## config.mk

```make
export PLATFORM = sky130hd
export DESIGN_NAME = mux_pipe_n_flat
export DESIGN_NICKNAME = d
export VERILOG_FILES = /design/src/rtl/mux_pipe_n_if.sv /design/src/rtl/mux_pipe_n.sv /design/src/flat_wrapper.sv
export SDC_FILE = /design/constraint.sdc
export NUM_CORES = 1
export LEC_CHECK = 0
export CAP_MARGIN = 5
export CELL_PAD_IN_SITES_DETAIL_PLACEMENT = 0
export CELL_PAD_IN_SITES_GLOBAL_PLACEMENT = 1
export CORE_MARGIN = 2
export CORE_UTILIZATION = 30
export CTS_CLUSTER_SIZE = 25
export DETAILED_ROUTE_END_ITERATION = 12
export PLACE_DENSITY_LB_ADDON = 0.05
export SETUP_SLACK_MARGIN = 0.15
export SLEW_MARGIN = 30
export SYNTH_ARGS = -nofsm -noshare
export SYNTH_HDL_FRONTEND = slang
export SYNTH_SLANG_ARGS = --single-unit
```

## constraint.sdc

```tcl
create_clock -name clk -period 1.7 [get_ports clk]
set_input_delay 0.255 -clock clk [delete_from_list [all_inputs] [get_ports clk]]
set_output_delay 0.255 -clock clk [all_outputs]
set_load 0.05 [all_outputs]
```

## src/rtl/mux_pipe_n_if.sv

```systemverilog
// Operand-select stage bus: upstream word/select offer and downstream registered result.
// master drives the stage (source + sink side), slave is the stage itself.
interface mux_pipe_n_if #(
    parameter int unsigned WIDTH = 32,
    parameter int unsigned N     = 4
);
    localparam int unsigned SEL_W = $clog2(N);

    logic [N*WIDTH-1:0] in_data;
    logic [SEL_W-1:0]   sel;
    logic               in_valid;
    logic               in_ready;
    logic               flush;
    logic [WIDTH-1:0]   out_data;
    logic [SEL_W-1:0]   out_sel;
    logic               out_err;
    logic               out_valid;
    logic               out_ready;

    modport master (
        output in_data, sel, in_valid, flush, out_ready,
        input  in_ready, out_data, out_sel, out_err, out_valid
    );

    modport slave (
        input  in_data, sel, in_valid, flush, out_ready,
        output in_ready, out_data, out_sel, out_err, out_valid
    );
endinterface

```

## src/rtl/mux_pipe_n.sv

```systemverilog
// Registered N-to-1 operand select feeding a 2-entry skid buffer (head/tail FIFO)
// with valid/ready on both sides and a synchronous flush.
module mux_pipe_n #(
    parameter int unsigned WIDTH = 32,
    parameter int unsigned N     = 4
) (
    input logic         clk,
    input logic         rst_n,
    mux_pipe_n_if.slave bus
);
    localparam int unsigned SEL_W = $clog2(N);

    typedef enum logic [1:0] {StEmpty = 2'd0, StOne = 2'd1, StFull = 2'd2} state_e;

    state_e           state_q, state_d;
    logic             in_ready_q, in_ready_d;
    logic [WIDTH-1:0] h_data_q, h_data_d, t_data_q, t_data_d;
    logic [SEL_W-1:0] h_sel_q, h_sel_d, t_sel_q, t_sel_d;
    logic             h_err_q, h_err_d, t_err_q, t_err_d;

    logic [WIDTH-1:0] new_data;
    logic             new_err;
    logic             push, pop;

    assign push = bus.in_valid && in_ready_q;
    assign pop  = (state_q != StEmpty) && bus.out_ready;

    // Out-of-range selects (non power-of-two N) fall through with err set and zero data.
    always_comb begin
        new_data = '0;
        new_err  = 1'b1;
        for (int unsigned i = 0; i < N; i++) begin
            if (bus.sel == SEL_W'(i)) begin
                new_data = bus.in_data[i*WIDTH +: WIDTH];
                new_err  = 1'b0;
            end
        end
    end

    always_comb begin
        state_d  = state_q;
        h_data_d = h_data_q;
        h_sel_d  = h_sel_q;
        h_err_d  = h_err_q;
        t_data_d = t_data_q;
        t_sel_d  = t_sel_q;
        t_err_d  = t_err_q;
        if (bus.flush) begin
            state_d = StEmpty;
        end else begin
            unique case (state_q)
                StEmpty: begin
                    if (push) begin
                        state_d  = StOne;
                        h_data_d = new_data;
                        h_sel_d  = bus.sel;
                        h_err_d  = new_err;
                    end
                end
                StOne: begin
                    if (push && pop) begin
                        h_data_d = new_data;
                        h_sel_d  = bus.sel;
                        h_err_d  = new_err;
                    end else if (push) begin
                        state_d  = StFull;
                        t_data_d = new_data;
                        t_sel_d  = bus.sel;
                        t_err_d  = new_err;
                    end else if (pop) begin
                        state_d = StEmpty;
                    end
                end
                StFull: begin
                    if (pop) begin
                        state_d  = StOne;
                        h_data_d = t_data_q;
                        h_sel_d  = t_sel_q;
                        h_err_d  = t_err_q;
                    end
                end
                default: state_d = StEmpty;
            endcase
        end
        in_ready_d = (state_d != StFull);
    end

    always_ff @(posedge clk or negedge rst_n) begin
        if (!rst_n) begin
            state_q    <= StEmpty;
            in_ready_q <= 1'b0;
            h_data_q   <= '0;
            h_sel_q    <= '0;
            h_err_q    <= 1'b0;
            t_data_q   <= '0;
            t_sel_q    <= '0;
            t_err_q    <= 1'b0;
        end else begin
            state_q    <= state_d;
            in_ready_q <= in_ready_d;
            h_data_q   <= h_data_d;
            h_sel_q    <= h_sel_d;
            h_err_q    <= h_err_d;
            t_data_q   <= t_data_d;
            t_sel_q    <= t_sel_d;
            t_err_q    <= t_err_d;
        end
    end

    assign bus.in_ready  = in_ready_q;
    assign bus.out_valid = (state_q != StEmpty);
    assign bus.out_data  = h_data_q;
    assign bus.out_sel   = h_sel_q;
    assign bus.out_err   = h_err_q;
endmodule

```

## src/flat_wrapper.sv

```systemverilog
// flat-port wrapper written by rule: the top's interface ports become plain ports
module mux_pipe_n_flat 
#(
    parameter int unsigned WIDTH = 32,
    parameter int unsigned N     = 4
)
  (clk, rst_n, bus_in_data, bus_sel, bus_in_valid, bus_flush, bus_out_ready, bus_in_ready, bus_out_data, bus_out_sel, bus_out_err, bus_out_valid);
  mux_pipe_n_if #(.WIDTH(WIDTH), .N(N)) bus_i ();
  input logic clk;
  input logic rst_n;
  input wire logic [$bits(bus_i.in_data)-1:0] bus_in_data;
  input wire logic [$bits(bus_i.sel)-1:0] bus_sel;
  input wire logic [$bits(bus_i.in_valid)-1:0] bus_in_valid;
  input wire logic [$bits(bus_i.flush)-1:0] bus_flush;
  input wire logic [$bits(bus_i.out_ready)-1:0] bus_out_ready;
  output wire logic [$bits(bus_i.in_ready)-1:0] bus_in_ready;
  output wire logic [$bits(bus_i.out_data)-1:0] bus_out_data;
  output wire logic [$bits(bus_i.out_sel)-1:0] bus_out_sel;
  output wire logic [$bits(bus_i.out_err)-1:0] bus_out_err;
  output wire logic [$bits(bus_i.out_valid)-1:0] bus_out_valid;
  assign bus_i.in_data = bus_in_data;
  assign bus_i.sel = bus_sel;
  assign bus_i.in_valid = bus_in_valid;
  assign bus_i.flush = bus_flush;
  assign bus_i.out_ready = bus_out_ready;
  assign bus_in_ready = bus_i.in_ready;
  assign bus_out_data = bus_i.out_data;
  assign bus_out_sel = bus_i.out_sel;
  assign bus_out_err = bus_i.out_err;
  assign bus_out_valid = bus_i.out_valid;
  mux_pipe_n #(.WIDTH(WIDTH), .N(N)) u_core (.clk(clk), .rst_n(rst_n), .bus(bus_i));
endmodule
```

# == Word level (Yosys, flattened, before mapping) ==
# Index checks and enable logic that the tools add are counted.
# word_totals
word_cells,55
reg_bits,73
# classes
n_bitwise,2
reduce_logical,9
eq_ne,9
mux,27
# op_table
operator,count
two-way mux 32 bit,7
one-hot mux 32 bit (3 select lines),1
two-way mux 2 bit,9
one-hot mux 2 bit (3 select lines),2
two-way mux 1 bit,7
equality test 2 bit (second input constant),3
inequality test 2 x 1 -> 1 bit (second input constant),3
AND reduction 5 bit,1
equality test 2 x 1 -> 1 bit (second input constant),2
logical NOT 2 bit,2
AND reduction 4 bit,1
logical AND 1 bit,3
one-hot mux 1 bit (3 select lines),1
nonzero test 3 bit,1
inequality test 2 bit (second input constant),1
inverter 1 bit,2
nonzero test 2 bit,1

# == Longest topological paths before layout ==
# logic_depth
word_depth,8
depth_mapped,7
depth_no_buf,4

# == Worst setup path before layout ==
# No wires, ideal clock.
# synth_timing
path_kind,reg2reg
from,"register u_core.in_ready_q, in the netlist u_core.bus.in_ready"
to,register u_core.t_sel_q[0]
t_arrival_ns,1.783
path_buffers,1
path_slack_ns,-0.208
path_stages_with_launch,5
period_less_slack_ns,1.908
setup_ns,0.125
required_time_ns,1.575
cell_sequence,dfrtp_1 nand2_1 or4b_4 buf_6 mux2_4
# synth_between
elab_chain_cells,4
# synth_rtl
element,line_no,text
from (decl),mux_pipe_n.sv:16,"logic in_ready_q, in_ready_d;"
from (signal assigned),mux_pipe_n.sv:100,in_ready_q <= in_ready_d;
logical AND 1 bit (*),mux_pipe_n.sv:25,assign push = bus.in_valid && in_ready_q;
logical AND 1 bit,mux_pipe_n.sv:61,if (push && pop) begin
inverter 1 bit (no source line),-,
AND reduction 4 bit (no source line) (*),-,
to (signal assigned),mux_pipe_n.sv:105,t_sel_q <= t_sel_d;
to (decl),mux_pipe_n.sv:18,"logic [SEL_W-1:0] h_sel_q, h_sel_d, t_sel_q, t_sel_d;"
# Mark *: on every way between the ends. The rest lies on a longest branch, timed or not.
# A chain may end at the register's enable or synchronous reset.

# == Final worst setup path ==
# layout_timing
from,register u_core.state_q[0]
to,output bus_out_valid
# layout_between
elab_chain_cells,1
# layout_rtl
element,line_no,text
from (decl),mux_pipe_n.sv:15,"state_e state_q, state_d;"
from (signal assigned),mux_pipe_n.sv:90,state_q <= StEmpty;
from (signal assigned),mux_pipe_n.sv:99,state_q <= state_d;
nonzero test 2 bit,mux_pipe_n.sv:111,assign bus.out_valid = (state_q != StEmpty);
to (decl),flat_wrapper.sv:20,output wire logic [$bits(bus_i.out_valid)-1:0] bus_out_valid;
# No other way between the ends.

==> results.py <==
metrics = {
    "run_status": {
        "status": "finished, final reports clean",
    },
    "die": {
        "die_h_um": 126,
        "ios": 172,
        "initial_core_util_pct": 30.6,
        "rows": 44,
        "core-area_sq_um": 14500,
        "die_area_sq_um": 15800,
        "die_x_um": 126,
    },
    "finish": {
        "n_antenna_cell": 0,
        "n_fill_cell": 1351,
        "nNetsFinal": 774,
        "post-route-util_pct": 51.9,
        "drive_gt1_share_pct": 40.2,
        "regArea_sq_um": 1830,
        "design_area_sq_um": 7540,
        "multi_input_area_sq_um": 2990,
        "syn_to_final_growth_pct": 69.4,
    },
    "global_route": {
        "grt.overflow.total": 0,
        "use_met1_pct": 22.9,
        "grt_pass1_vias": 4200,
        "grt_pass1_wl_um": 22000,
        "grt_use_met3_pct": 4.12,
        "grt_start_max_net_pins": 36,
        "grtUsageMet2_pct": 29.4,
        "antenna_found_initial": 0,
        "busiest_layer": "met2",
        "grt.total_usage_pct": 17.5,
    },
    "logic_synthesis": {
        "synthArstFlopShare_pct": 100,
        "synth.avg_cell_area_sq_um": 9.76,
        "synth_compound_area_share_pct": 13.2,
        "synth_nets": 591,
        "synth_top_area_share_pct": 41.0,
        "synth-xor-area-share_pct": 0,
        "ys_seq_area_share_pct": 41.0,
        "synthMuxAreaShare_pct": 25.9,
        "synth_most_common_cell": "dfrtp_1",
        "synth_ff_type": "dfrtp_1",
        "synth_cells": 456,
        "ys_types": 31,
        "yosysTopAreaCell": "dfrtp_1",
        "synth_commonest_cells": "dfrtp_1, mux2_2, nor2_1",
        "synth_top_family_by_area": "multiplexers",
        "syn_area_sq_um": 4450,
        "yosys.area_share.adder_pct": 0,
        "yosys.area_share.simple_pct": 14.9,
        "ys_top_cells_by_area": "dfrtp_1, mux2_2, mux2i_1, nor2_1, a211oi_1",
        "synth-edff-count": 0,
        "synth_seq_cells": 73,
        "yosysWarnings": 0,
    },
    "placed_design": {
        "placed_area_sq_um": 6430,
        "finalWeightedCongestion": 0.729,
        "dp_hpwl_um": 9620,
        "port-buffer-count": 171,
    },
    "routing": {
        "wl_per_cell_um": 17.2,
        "initialDrtViolationCount": 168,
        "viasPerCell": 4.97,
        "drc": 0,
        "vias": 4115,
        "wirelength_um": 14300,
        "antenna_left": 0,
        "drtPass1Iterations": 4,
    },
    "power_and_ir_drop": {
        "vdd.ir_drop.worst_v": 0.000459,
        "combPwrFrac_pct": 40.2,
        "power_density_nw_per_um2": 952,
        "power.leakage_uw": 0.00326,
        "p_sw_share_pct": 36.2,
        "power.internal_uw": 4580,
        "seqPwrFrac_pct": 34.7,
        "p_switching_uw": 2600,
        "finalPower_uw": 7180,
        "p_clk_share_pct": 25.1,
    },
    "setup_path": {
        "endpoint_kind": "output pin",
        "critPathMaxStageDelay_ns": 0.41,
        "crit_family": "buffers and inverters",
        "path_max_fanout": 3,
        "critPathRequiredTime_ns": 1.44,
        "crit_type": "reg -> out",
        "critPathArrivalTime_ns": 1.41,
        "path_buf_inv": 3,
        "crit_path_start_kind": "register",
        "path_common_cell": "buf_4",
        "path_cells": "buf_4 -> buf_4 -> or2_4 -> buf_8",
        "slowest_stage": "dfrtp_1",
    },
    "sta": {
        "fmax_mhz": 600,
        "rsz0062_at_grt": "true",
        "drv_slew": 0,
        "hold_violations": 0,
        "finalSetupViolations": 0,
        "maxSlewHeadroom_pct": 68.7,
        "layout_min_cycle_time_ns": 1.67,
        "whs_ns": 0.400,
        "fin_worst_skew_ns": 0.00627,
        "worstMarginPinSlew_ns": 0.469,
        "finalCritPeriodShare_pct": 98.0,
    },
    "clocking": {
        "cts_buffer_depth": 2,
        "clock_sinks": 73,
        "cts_max_level": 3,
        "cts_tree": "done",
        "path_clk_slew_ns": 0.06,
        "cts_root_buffer": "clkbuf_16",
        "numCtsBuffers": 9,
        "insertion_delay_ns": 0.33,
    },
    "min_path": {
        "hold_path_class": "in -> reg",
    },
    "job": {
        "cap_violations": 0,
    },
}
[repair_timing]
action | in CTS | in global routing
pin swaps | 0 | 24
gates cloned | 3 | 2
hold buffers | 1 | 0
hold endpoints to repair | 28 | 0
gates resized for setup | 44 | 114
buffers inserted | 3 | 4
setup endpoints to repair | 69 | 71
[kinds of logic after synthesis]
kind of cell / after synthesis
flip-flops: 73
multiplexers: 106
buffers and inverters: 42
AO/OA/AOI/OAI: 97
AND/OR/NAND/NOR: 138
[worst min-delay path: cells and delay by family]
family / cells / cell delay (ns)
AOI/OAI and AO/OA: 2 / 0.23
buffers and inverters: 1 / 0.20
[power by group through the flow]
| stage | Clock [uW] | Sequential (uW) | Combinational (uW) |
|---|---|---|---|
| finish | 1800 | 2490 | 2890 |
| floorplan | 0 | 3180 | 826 |
| CTS | 1840 | 2430 | 2680 |
| global placement | 0 | 2440 | 2540 |
| detailed placement | 0 | 2450 | 2580 |
| global route | 1930 | 2550 | 3070 |
[layout make-up]
cell class | count | share of cell area, %
multi-input combinational | 342 | 39.6
inverter | 3 | 0.149
tap | 184 | 3.05
timing repair buffer | 210 | 29.2
clock inverter | 5 | 0.398
sequential | 73 | 24.3
clock buffer | 11 | 3.35
[registers in the layout, indices dropped and copies added, names as in the netlist]
signal	flops
u_core.state_q	2
u_core.bus.out_data	32
u_core.bus.out_sel	2
u_core.bus.out_err	1
u_core.t_sel_q	2
u_core.t_err_q	1
u_core.bus.in_ready	1
u_core.t_data_q	32
[cell usage in the layout, fill, tap and decap left out, drive strengths merged, types with 13 or more instances in the layout]
cell / netlist / routed
clkdlybuf4s50: 0 / 131
buf: 25 / 76
dfrtp: 73 / 73
mux2: 67 / 67
nor2: 62 / 62
mux2i: 39 / 39
nand2: 38 / 38
o21ai: 32 / 32
a21oi: 29 / 29
a211oi: 28 / 28
nor3b: 28 / 28
clkbuf: 14 / 13
[metal layers]
| layer | vias to the layer above | wire length [um] |
|---|---|---|
| met5 | - | 0 |
| met4 | 0 | 123 |
| met3 | 10 | 822 |
| met2 | 114 | 6680 |
| met1 | 1986 | 6620 |
| li1 | 2005 | - |
[per-stage QoR]
| step | TNS (ns) | worst slack (ns) | std cells |
|---|---|---|---|
| global placement | -13.62 | -0.250 | 799 |
| detailed placement | -14.63 | -0.283 | 799 |
| finish | 0 | 0.0334 | 828 |
| floorplan | -0.00702 | -0.00351 | 456 |
| CTS | 0 | 0.0468 | 822 |
| global route | -0.0137 | -0.00908 | 828 |
[worst paths after layout]
kind	start	endpoint	slack, ns	cells past startpoint
worst max register to register	u_core.state_q[0]	u_core.bus.out_data[3]	0.04	5
worst min register to register	u_core.t_data_q[20]	u_core.t_data_q[20]	0.49	2
max in group asynchronous	rst_n	u_core.t_err_q	0.70	3
worst min-delay path	bus_sel[0]	u_core.t_data_q[22]	0.40	3
min in group asynchronous	rst_n	u_core.bus.out_data[14]	0.42	2
worst max-delay path	u_core.state_q[0]	bus_out_valid	0.03	4
No activity file was read; power rests on OpenSTA's default activity.
